File: config.mk
export PLATFORM = sky130hd
export DESIGN_NAME = inst_mem_loader_flat
export DESIGN_NICKNAME = d
export VERILOG_FILES = /design/src/rtl/inst_mem_loader_if.sv /design/src/rtl/inst_mem_loader.sv /design/src/flat_wrapper.sv
export SDC_FILE = /design/constraint.sdc
export NUM_CORES = 1
export LEC_CHECK = 0
export CAP_MARGIN = 10
export CORE_MARGIN = 5
export CORE_UTILIZATION = 42
export CTS_BUF_LIST = sky130_fd_sc_hd__clkbuf_4 sky130_fd_sc_hd__clkbuf_8
export DETAILED_ROUTE_END_ITERATION = 7
export PLACE_DENSITY = 0.78
export SLEW_MARGIN = 20
export SYNTH_ARGS = -nofsm -noshare
export SYNTH_HDL_FRONTEND = slang
export SYNTH_SLANG_ARGS = --single-unit
File: constraint.sdc
create_clock -name clk -period 2.9 [get_ports clk]
set_input_delay 0.435 -clock clk [delete_from_list [all_inputs] [get_ports clk]]
set_output_delay 0.435 -clock clk [all_outputs]
set_load 0.05 [all_outputs]
File: src/rtl/inst_mem_loader_if.sv
// Bundle shared between inst_mem_loader and its environment.
//
// Signals:
//   load_req_i / load_len_i          load request pulse and word count
//   byte_valid_i / byte_i            byte-serial program stream into the loader
//   byte_ready_o                     loader accepts a byte this cycle
//   mem_wr_en_o / mem_addr_o /
//   mem_data_o                       instruction memory port (byte address)
//
// Modports:
//   slave  - the loader (consumes requests and bytes, drives the memory port)
//   master - the environment (issues requests, supplies bytes, observes memory)
interface inst_mem_loader_if #(
    parameter int CPU_WIDTH = 32,
    parameter int LEN_WIDTH = 16
);
    logic                 load_req_i;
    logic [LEN_WIDTH-1:0] load_len_i;
    logic                 byte_valid_i;
    logic [7:0]           byte_i;
    logic                 byte_ready_o;
    logic                 mem_wr_en_o;
    logic [CPU_WIDTH-1:0] mem_addr_o;
    logic [CPU_WIDTH-1:0] mem_data_o;

    modport slave (
        input  load_req_i, load_len_i, byte_valid_i, byte_i,
        output byte_ready_o, mem_wr_en_o, mem_addr_o, mem_data_o
    );

    modport master (
        output load_req_i, load_len_i, byte_valid_i, byte_i,
        input  byte_ready_o, mem_wr_en_o, mem_addr_o, mem_data_o
    );
endinterface

File: src/rtl/inst_mem_loader.sv
// Boot-time instruction memory loader.
//
// Shares the instruction memory's single address port between the CPU fetch
// path and a byte-serial program loader. On an accepted load request the core
// is held, incoming bytes are packed little-endian into 32-bit words, and the
// words are written to consecutive word addresses starting at 0. Outside a
// load the block is transparent: the fetch PC drives the address and writes
// are disabled.
//
// Ports:
//   clk          single clock, rising edge
//   rst_n        synchronous active-low reset
//   bus          inst_mem_loader_if.slave (request, byte stream, memory port)
//   cpu_pc_i     core fetch byte address
//   cpu_hold_o   core must stall while high
//   load_busy_o  load in progress
//   load_done_o  one-cycle pulse when a load finishes
//   load_err_o   sticky: last request was longer than the memory
module inst_mem_loader #(
    parameter int CPU_WIDTH           = 32,
    parameter int INST_MEM_ADDR_DEPTH = 4096,
    parameter int LEN_WIDTH           = 16
) (
    input  logic                 clk,
    input  logic                 rst_n,
    inst_mem_loader_if.slave     bus,
    input  logic [CPU_WIDTH-1:0] cpu_pc_i,
    output logic                 cpu_hold_o,
    output logic                 load_busy_o,
    output logic                 load_done_o,
    output logic                 load_err_o
);

    typedef enum logic [1:0] {
        RUN     = 2'd0,
        COLLECT = 2'd1,
        WRITE   = 2'd2,
        DONE    = 2'd3
    } state_t;

    localparam logic [31:0] DEPTH_W = 32'(INST_MEM_ADDR_DEPTH);
    localparam logic [LEN_WIDTH-1:0] LEN_ONE = LEN_WIDTH'(1);

    state_t               state_q, state_d;
    logic [LEN_WIDTH-1:0] len_q, len_d;
    logic [LEN_WIDTH-1:0] word_idx_q, word_idx_d;
    logic [1:0]           byte_cnt_q, byte_cnt_d;
    logic [CPU_WIDTH-1:0] word_q, word_d;
    logic                 err_q, err_d;

    // Widen the requested length so the comparison against the depth is
    // independent of LEN_WIDTH.
    logic len_too_long;
    assign len_too_long = 32'(bus.load_len_i) > DEPTH_W;

    always_ff @(posedge clk) begin
        if (!rst_n) begin
            state_q    <= RUN;
            len_q      <= '0;
            word_idx_q <= '0;
            byte_cnt_q <= '0;
            word_q     <= '0;
            err_q      <= 1'b0;
        end else begin
            state_q    <= state_d;
            len_q      <= len_d;
            word_idx_q <= word_idx_d;
            byte_cnt_q <= byte_cnt_d;
            word_q     <= word_d;
            err_q      <= err_d;
        end
    end

    always_comb begin
        state_d    = state_q;
        len_d      = len_q;
        word_idx_d = word_idx_q;
        byte_cnt_d = byte_cnt_q;
        word_d     = word_q;
        err_d      = err_q;

        case (state_q)
            RUN: begin
                if (bus.load_req_i) begin
                    if (len_too_long) begin
                        // Rejected: flag it and keep running the core.
                        err_d = 1'b1;
                    end else if (bus.load_len_i == '0) begin
                        err_d   = 1'b0;
                        state_d = DONE;
                    end else begin
                        err_d      = 1'b0;
                        len_d      = bus.load_len_i;
                        word_idx_d = '0;
                        byte_cnt_d = '0;
                        state_d    = COLLECT;
                    end
                end
            end
            COLLECT: begin
                if (bus.byte_valid_i) begin
                    // Lane 0 is the least significant byte.
                    word_d[{byte_cnt_q, 3'b000} +: 8] = bus.byte_i;
                    byte_cnt_d = byte_cnt_q + 2'd1;
                    if (byte_cnt_q == 2'd3) begin
                        state_d = WRITE;
                    end
                end
            end
            WRITE: begin
                if (word_idx_q == len_q - LEN_ONE) begin
                    state_d = DONE;
                end else begin
                    word_idx_d = word_idx_q + LEN_ONE;
                    state_d    = COLLECT;
                end
            end
            DONE: begin
                state_d = RUN;
            end
            default: begin
                state_d = RUN;
            end
        endcase
    end

    // Outputs are decodes of registered state; only the RUN-state address
    // path is a combinational pass-through of the fetch PC.
    assign bus.byte_ready_o = (state_q == COLLECT);
    assign bus.mem_wr_en_o  = (state_q == WRITE);
    assign bus.mem_data_o   = word_q;
    assign bus.mem_addr_o   = (state_q == RUN) ? cpu_pc_i
                                               : CPU_WIDTH'({word_idx_q, 2'b00});

    assign cpu_hold_o  = (state_q != RUN);
    assign load_busy_o = (state_q != RUN);
    assign load_done_o = (state_q == DONE);
    assign load_err_o  = err_q;

endmodule

File: src/flat_wrapper.sv
// flat-port wrapper written by rule: the top's interface ports become plain ports
module inst_mem_loader_flat 
#(
    parameter int CPU_WIDTH           = 32,
    parameter int INST_MEM_ADDR_DEPTH = 4096,
    parameter int LEN_WIDTH           = 16
)
  (clk, rst_n, cpu_pc_i, cpu_hold_o, load_busy_o, load_done_o, load_err_o, bus_load_req_i, bus_load_len_i, bus_byte_valid_i, bus_byte_i, bus_byte_ready_o, bus_mem_wr_en_o, bus_mem_addr_o, bus_mem_data_o);
  inst_mem_loader_if #(.CPU_WIDTH(CPU_WIDTH), .LEN_WIDTH(LEN_WIDTH)) bus_i ();
  input  logic clk;
  input  logic rst_n;
  input  logic [CPU_WIDTH-1:0] cpu_pc_i;
  output logic cpu_hold_o;
  output logic load_busy_o;
  output logic load_done_o;
  output logic load_err_o;
  input wire logic [$bits(bus_i.load_req_i)-1:0] bus_load_req_i;
  input wire logic [$bits(bus_i.load_len_i)-1:0] bus_load_len_i;
  input wire logic [$bits(bus_i.byte_valid_i)-1:0] bus_byte_valid_i;
  input wire logic [$bits(bus_i.byte_i)-1:0] bus_byte_i;
  output wire logic [$bits(bus_i.byte_ready_o)-1:0] bus_byte_ready_o;
  output wire logic [$bits(bus_i.mem_wr_en_o)-1:0] bus_mem_wr_en_o;
  output wire logic [$bits(bus_i.mem_addr_o)-1:0] bus_mem_addr_o;
  output wire logic [$bits(bus_i.mem_data_o)-1:0] bus_mem_data_o;
  assign bus_i.load_req_i = bus_load_req_i;
  assign bus_i.load_len_i = bus_load_len_i;
  assign bus_i.byte_valid_i = bus_byte_valid_i;
  assign bus_i.byte_i = bus_byte_i;
  assign bus_byte_ready_o = bus_i.byte_ready_o;
  assign bus_mem_wr_en_o = bus_i.mem_wr_en_o;
  assign bus_mem_addr_o = bus_i.mem_addr_o;
  assign bus_mem_data_o = bus_i.mem_data_o;
  inst_mem_loader #(.CPU_WIDTH(CPU_WIDTH), .INST_MEM_ADDR_DEPTH(INST_MEM_ADDR_DEPTH), .LEN_WIDTH(LEN_WIDTH)) u_core (.clk(clk), .rst_n(rst_n), .bus(bus_i), .cpu_pc_i(cpu_pc_i), .cpu_hold_o(cpu_hold_o), .load_busy_o(load_busy_o), .load_done_o(load_done_o), .load_err_o(load_err_o));
endmodule
# Yosys cells after proc, flatten, opt, wreduce, memory -nomap -nowiden
# Cells that the tools add are included.
# word_totals
reg_bits	69
latch_bits	0
ramBits	0
rom_bits	0
in_bits	60
out_inout_bits	70
word_cells	57
mem_count	0
# classes
add_sub_neg	4
n_mul	0
div_mod_pow	0
magnitude_cmp	1
n_eq_ne	11
shift	2
n_mux	20
bitwise_logic	2
reduce_logical	11
# op_table
operator	n
two-way mux 16 bit	4
bitwise mux 32 bit	1
two-way mux 32 bit	1
case mux 16 bit (2 select lines)	1
variable shift 8 x 7 -> 32 bit, first input constant	1
indexed part select 8 x 7 -> 32 bit	1
two-way mux 2 bit	10
adder 16 x 1 -> 16 bit, second input constant	1
== test 16 bit	1
greater-than comparator 16 x 13 -> 1 bit, second input constant	1
zero test 16 bit	1
subtractor 16 x 1 -> 16 bit, second input constant	1
inequality test 2 bit, second input constant	5
AND reduction 5 bit	2
case mux 2 bit (4 select lines)	1
AND reduction 4 bit	2
negator 5 -> 7 bit	1
== test 2 bit, second input constant	3
nonzero test 2 bit	3
case mux 2 bit (2 select lines)	1
AND reduction 2 bit	2
adder 2 x 1 -> 2 bit, second input constant	1
== test 2 x 1 -> 1 bit, second input constant	1
zero test 2 bit	1
other kinds (3)	4

# Longest topological paths before layout
# Gate-level depths: netlist (run 1).
# logic_depth
depth_word	5
depth_mapped	12
ltp_nobuf	10

# Worst setup path after synthesis (run 1)
# OpenSTA, ideal clock, no wires.
# synth_timing
kind	flip-flop to flip-flop
startpoint	register u_core.len_q[0]
endpoint	register u_core.word_idx_q[6]
setup_ns	0.070
arrival_ns	2.896
required_time_ns	2.830
path_slack_ns	-0.066
stages_incl_launch_ff	10
path_buffers	1
period_less_slack_ns	2.966
cell_sequence	dfxtp_1 -> or4_1 -> or4_4 -> nor3b_1 -> o31a_1 -> o2111ai_4 -> nand2_4 -> buf_6 -> or4_1 -> a21oi_1
# synth_via
elab_chain_cells	4
# synth_rtl
item	line	rtl
from (decl)	inst_mem_loader.sv:45	logic [LEN_WIDTH-1:0] len_q, len_d;
from (signal assigned)	inst_mem_loader.sv:66	len_q <= len_d;
subtractor 16 x 1 -> 16 bit	inst_mem_loader.sv:111	if (word_idx_q == len_q - LEN_ONE) begin
== test 16 bit	inst_mem_loader.sv:111	
inequality test 2 bit (no source line)	-	
AND reduction 5 bit (no source line)	-	
to (signal assigned)	inst_mem_loader.sv:67	word_idx_q <= word_idx_d;
to (decl)	inst_mem_loader.sv:46	logic [LEN_WIDTH-1:0] word_idx_q, word_idx_d;
# Every way passes these cells.
# A chain may end at the register's enable or synchronous reset.

# Worst setup path after layout (run 1)
# layout_timing
startpoint	register u_core.len_q[0]
endpoint	register u_core.word_idx_q[14]
# The elaborated chain is that of the path after synthesis.

==> impl_results.md, run 1 <==
* Max-Cap Viols at 0
* CP delay by family, top: simple AND/OR/NAND/NOR gates
* Total power at 2260 uW
* Clock root buffer: clkbuf_8
* Vias per inst at 5.33
* Fin crit period at 2.90 ns
* CTS H-tree depth at 3
* Post-route cell area at 5480 sq um
* Die Y at 104 um
* Avg Cell Area, Syn at 8.09 sq um
* Status: complete, but fails checks
* Remaining global-route overflow at 0
* Async S/R FF share, synth at 0%
* Final setup violation count at 1
* Fin nets at 660
* Site Rows at 34
* Final hold violation count at 0
* Hold Slack at 0.454 ns
* Post-Syn Area at 3730 sq um
* Flops & latches, synth at 69
* Syn Nets at 528
* Initial Util at 43.0%
* Clock skew at 0.0104 ns
* Global-route wire length before repair at 18800 um
* Worst Tran Pin Value at 0.878 ns
* CP max stage cell: or4_4
* Arrival time worst endpoint at 3.19 ns
* Hold Path Class: reg -> reg
* Vias in the first global route at 3847
* Initial DRC count at 160
* Detail Route Antenna Nets at 0
* Final Slew Violations at 0
* Skew-Pair Late Insertion Delay at 0.35 ns
* Area after DPL at 5230 sq um
* Number of diodes at 0
* CP Launch Type: flop
* Most common cell on crit path: or4_4
* Pin count of the biggest net entering global routing at 38
* Clock tree buffer depth at 2
* Period utilization at 100%
* Slew margin rel. at 41.3%
* Failing checks: setup timing
* CTS Buf Count at 9
* Worst vdd ir at 0.000365 V
* Drt wl/cell at 16.1 um
* Post-route DRC at 0
* Worst path bufs/invs at 1
* Post-CTS Setup Inserts at 0
* Ports at 130
* Sequential-to-total area share from yosys stat at 37.0%
* Routed via count at 3762
* Tot GR Track Use at 20.5%
* Power density over cell area at 412 nW/um^2
* CP max stage delay at 0.56 ns
* Die ar. at 10900 sq um
* Crit Path Max Fanout at 7
* Netlist cell types at 47
* Filler cells at 746
* Cts repair resizes at 1
* RSZ-0062 raised after global routing: yes
* First-pass DRT Iterations at 5
* Total wire length at 11300 um
* CP required at 3.19 ns
* Die X at 104 um
* Synth warn at 0
* Gp weighted congestion at 0.914
* Clk slew on worst S/H paths at 0.09 ns
* Number of flops mapped to enable cells by yosys at 0
* DPL Wire Length at 8720 um
* Initial antenna violation count at 0
* Core Util, Final at 63.1%
* Hold-fix buffers at CTS at 0
* Setup WS post-layout at -0.000654 ns
* Worst setup path category: reg -> reg
* Core area at 8680 sq um
* Syn Inst Count at 461
* Primary flip-flop cell chosen by synthesis mapping: dfxtp_1
* Static leakage at 0.00190 uW
* TritonCTS clock tree: built
* Worst path cell trace: or4_4 > or4_4 > mux2i_1 > o31a_1 > o2111ai_4 > nand2_4 > buf_4 > or3_1 > a21oi_1
* CTS sink cnt at 69
* Layout cells sized above 1 at 10.7%
* F_max at 345 MHz
* Layout area overhead at 46.8%
* Port-buffer cells at 129
* Crit. End Element: flop
-- worst min-delay path: stages, from the launching register on --
cell and delay, ns:
dfxtp_1 0.32, nand2_1 0.05, a21oi_1 0.05
-- flip-flops by register name, indices dropped and copies added, names as in the netlist --
register               cells
u_core.state_q             2
u_core.byte_cnt_q          2
u_core.bus.mem_data_o     32
u_core.load_err_o          1
u_core.word_idx_q         16
u_core.len_q              16
-- area by class of cell --
cell class / count / area, sq um / area share (%)
timing repair buffer: 149 / 1470 / 26.8
multi-input combinational: 356 / 2240 / 40.8
clock inverter: 7 / 105 / 1.92
tap: 108 / 135 / 2.47
clock buffer: 9 / 124 / 2.26
sequential: 69 / 1380 / 25.2
inverter: 8 / 30.0 / 0.548
-- cell families (layout without fill, tap and decap cells) --
| logic type | after synthesis | in the layout | share of synthesized area, % |
|---|---|---|---|
| DFF | 69 | 69 | 37.0 |
| muxes | 29 | 29 | 8.25 |
| buffers and inverters | 36 | 173 | 3.99 |
| adders and majority gates | 7 | 7 | 2.35 |
| and+or+nand+nor | 215 | 215 | 29.5 |
| AOI/OAI and AO/OA | 76 | 76 | 12.1 |
| xor gates and xnor gates | 29 | 29 | 6.81 |
-- metrics by stage --
stage / std cells / worst slack, ns / setup TNS [ns]
6_report: 706 / -0.000654 / -0.000654
5_1_grt: 706 / -0.106 / -0.316
4_1_cts: 706 / 0.00413 / 0
3_5_place_dp: 690 / -0.0656 / -0.145
3_3_place_gp: 690 / 0.0147 / 0
2_1_floorplan: 461 / 0.000378 / 0
-- power by group --
part / internal [uW] / leakage [uW] / switching [uW] / total, uW
sequential: 952 / 0.000557 / 5.80 / 957
combinational: 177 / 0.00123 / 209 / 386
clock: 497 / 0.000112 / 416 / 913
-- synth_stat cells (2+ instances only) --
cell / n / area, sq um
a21oi_1: 49 / 245
a311oi_1: 2 / 17.5
a31oi_1: 2 / 12.5
and2_1: 20 / 125
and3_1: 7 / 43.8
buf_1: 2 / 7.51
buf_2: 2 / 10.0
clkbuf_1: 22 / 82.6
dfxtp_1: 69 / 1380
ha_1: 7 / 87.6
inv_1: 7 / 26.3
mux2_2: 14 / 158
mux2i_1: 15 / 150
nand2_1: 47 / 176
nand2b_1: 3 / 18.8
nand3_1: 47 / 235
nand3b_1: 3 / 22.5
nand4_1: 6 / 37.5
nor2_1: 34 / 128
nor2b_1: 2 / 12.5
nor3_1: 12 / 60.1
nor3b_1: 7 / 52.6
nor4_1: 7 / 43.8
o211ai_1: 2 / 15.0
o21ai_0: 9 / 45.0
o31a_1: 3 / 26.3
o31ai_1: 3 / 22.5
or2_2: 3 / 18.8
or3_1: 8 / 50.1
or4_1: 3 / 22.5
xnor2_1: 16 / 140
xor2_1: 13 / 114
-- path summary, 6_finish.rpt --
kind | start | endpoint | slack, ns | cells after the start
worst min register to register | u_core.bus.mem_data_o[8] | u_core.bus.mem_data_o[8] | 0.45 | 2
worst max-delay path | u_core.len_q[0] | u_core.word_idx_q[14] | -0.0007 | 9
worst min-delay path | u_core.bus.mem_data_o[8] | u_core.bus.mem_data_o[8] | 0.45 | 2
worst max register to register | u_core.len_q[0] | u_core.word_idx_q[14] | -0.0007 | 9
-- placed cells by master, fill, tap and decap left out, types with 6 or more instances in the layout --
| cell | n |
|---|---|
| xnor2_1 | 16 |
| inv_1 | 7 |
| clkbuf_8 | 9 |
| nor2_1 | 33 |
| xor2_1 | 13 |
| or3_1 | 8 |
| clkdlybuf4s50_1 | 129 |
| nand3_1 | 47 |
| nor4_1 | 7 |
| nor3_1 | 12 |
| mux2_2 | 14 |
| buf_4 | 18 |
| and3_1 | 7 |
| o21ai_0 | 9 |
| ha_1 | 7 |
| mux2i_1 | 15 |
| nand4_1 | 6 |
| and2_1 | 20 |
| nor3b_1 | 6 |
| dfxtp_1 | 68 |
| nand2_1 | 47 |
| a21oi_1 | 49 |
-- layer usage --
layer,share of wire [%],global-route usage (%),vias up
met5,0,0,-
met4,1.5,4.53,0
met3,6.6,6.64,14
met2,52,37.3,116
met1,40,23.3,1752
li1,-,-,1880
Power figures use the tool's default switching activity.
==> inputs of run 2 (changes only) <==
--- a/config.mk
+++ b/config.mk
@@ -6,7 +6,7 @@
 export NUM_CORES = 1
 export LEC_CHECK = 0
 export CAP_MARGIN = 10
-export CORE_MARGIN = 5
+export CORE_MARGIN = 4
 export CORE_UTILIZATION = 42
 export CTS_BUF_LIST = sky130_fd_sc_hd__clkbuf_4 sky130_fd_sc_hd__clkbuf_8
 export DETAILED_ROUTE_END_ITERATION = 7
==> impl_results.md, run 2 (synthesis gave the netlist of run 1 again) <==
* Status: completed
* Worst reg-to-reg setup slack at 0.004 ns
* Clk slew on worst S/H paths at 0.08 ns
* Vias per inst at 5.34
* Crit. End Element: flop
* F_max at 345 MHz
* Initial antenna violation count at 0
* Largest register FFs at 32
* Port-buffer cells at 129
* Area after DPL at 5260 sq um
* Arrival time worst endpoint at 3.18 ns
* Worst Tran Pin Value at 0.847 ns
* CTS H-tree depth at 3
* Layout area overhead at 47.9%
* Worst Hold End: u_core.bus.mem_data_o[22]
* First-pass DRT Iterations at 4
* Site Rows at 34
* Hold Path Class: reg -> reg
* Power density over cell area at 406 nW/um^2
* Die Y at 102 um
* WHS Path Cells at 2
* Total wire length at 11300 um
* Post-route DRC at 0
* Clock tree buffer depth at 2
* Routed via count at 3797
* NetSw at 615 uW
* Crit Path Max Fanout at 6
* Static leakage at 0.00192 uW
* Clk pwr share at 40.0%
* Total power at 2240 uW
* Die ar. at 10500 sq um
* Die X at 102 um
* Detail Route Antenna Nets at 0
* Clock skew at 0.0172 ns
* CP required at 3.19 ns
* Drt wl/cell at 15.9 um
* Remaining global-route overflow at 0
* Initial DRC count at 130
* Clock root buffer: clkbuf_8
* R2r startpoint: u_core.len_q[0]
* Final hold violation count at 0
* Cell Int Power at 1630 uW
* Switching Fraction at 27.5%
* TritonCTS clock tree: built
* Max-Cap Viols at 0
* Global-route wire length before repair at 17900 um
* Period utilization at 99.9%
* R2r endpoint: u_core.word_idx_q[12]
* CP Launch Type: flop
* Combinational share of power at 17.3%
* Gp weighted congestion at 0.945
* Layout cells sized above 1 at 11.8%
* Tot GR Track Use at 21.7%
* Cells on worst reg2reg path at 8
* DPL Wire Length at 8590 um
* Number of diodes at 0
* Vias in the first global route at 3739
* Flop pwr share at 42.7%
* Fin nets at 665
* RSZ-0062 raised after global routing: yes
* Commonest non-fill, non-tap cell in the layout: clkdlybuf4s50_1
* Fin crit period at 2.90 ns
* Final Slew Violations at 0
* Hold Startpoint: u_core.bus.mem_data_o[22]
* Core area at 8680 sq um
* Post-route cell area at 5520 sq um
* Highest-count cells in the layout ignoring fill and taps: clkdlybuf4s50_1, dfxtp_1, a21oi_1
* Worst vdd ir at 0.000281 V
* Skew-Pair Late Insertion Delay at 0.35 ns
* Final setup violation count at 0
* Worst setup path category: reg -> reg
* Initial Util at 43.0%
* Slew margin rel. at 43.1%
* CTS Buf Count at 9
* CTS sink cnt at 69
* Ports at 130
* Pin count of the biggest net entering global routing at 52
[run 2: final cells by class]
cell class	instances	area (sq um)
clock buffer	9	124
clock inverter	7	103
fill	734	3160
inverter	8	30.0
multi-input combinational	356	2240
sequential	69	1380
tap	108	135
timing repair buffer	154	1500
[run 2: through the flow]
step	util [%]	instances	hold slack [ns]	setup TNS, ns	setup slack (ns)
6_report	63.6	711	0.455	0	0.00425
3_3_place_gp	60.6	694	0.438	0	0.0374
2_1_floorplan	-	461	0.450	0	0.000378
4_1_cts	63.2	710	0.457	0	0.0191
5_1_grt	63.6	711	0.470	-0.154	-0.0654
3_5_place_dp	60.6	694	0.442	-0.0497	-0.0264
[run 2: power groups by stage]
stage | Sequential [uW] | Clock (uW) | Combinational, uW
3_5_place_dp | 979 | 0 | 384
5_1_grt | 958 | 953 | 405
4_1_cts | 957 | 913 | 385
3_3_place_gp | 979 | 0 | 379
2_1_floorplan | 985 | 0 | 197
6_report | 957 | 897 | 387
[run 2: what timing repair did]
action | 4_1_cts | 5_1_grt
buffers inserted | 0 | 1
endpoints found under the setup margin | 0 | 15
resized for setup | 0 | 6
hold buffers | 0 | 0
[run 2: how the worst max path moves through the flow]
stage	from	end	slack, ns
floorplan	u_core.len_q[6]	u_core.word_idx_q[6]	0.0004
global placement	bus_load_len_i[7]	u_core.word_idx_q[12]	0.04
detailed placement	bus_load_len_i[0]	u_core.word_idx_q[14]	-0.03
CTS	u_core.len_q[0]	u_core.word_idx_q[13]	0.02
global route	u_core.len_q[0]	u_core.word_idx_q[12]	-0.07
finish	u_core.len_q[0]	u_core.word_idx_q[12]	0.004
[run 2: metal layers]
layer	track usage (%)	share of wire [%]
met3	7.30	6.5
met4	8.27	2.8
met2	38.8	52
met1	23.7	39
met5	0	0
[run 2: critical path, stage by stage, from the launching register on]
cell	delay, ns
dfxtp_2	0.33
or4_4	0.56
or4_4	0.46
mux2i_1	0.14
o31a_1	0.32
o2111ai_4	0.26
nand2_4	0.10
or4_1	0.51
a21oi_1	0.15
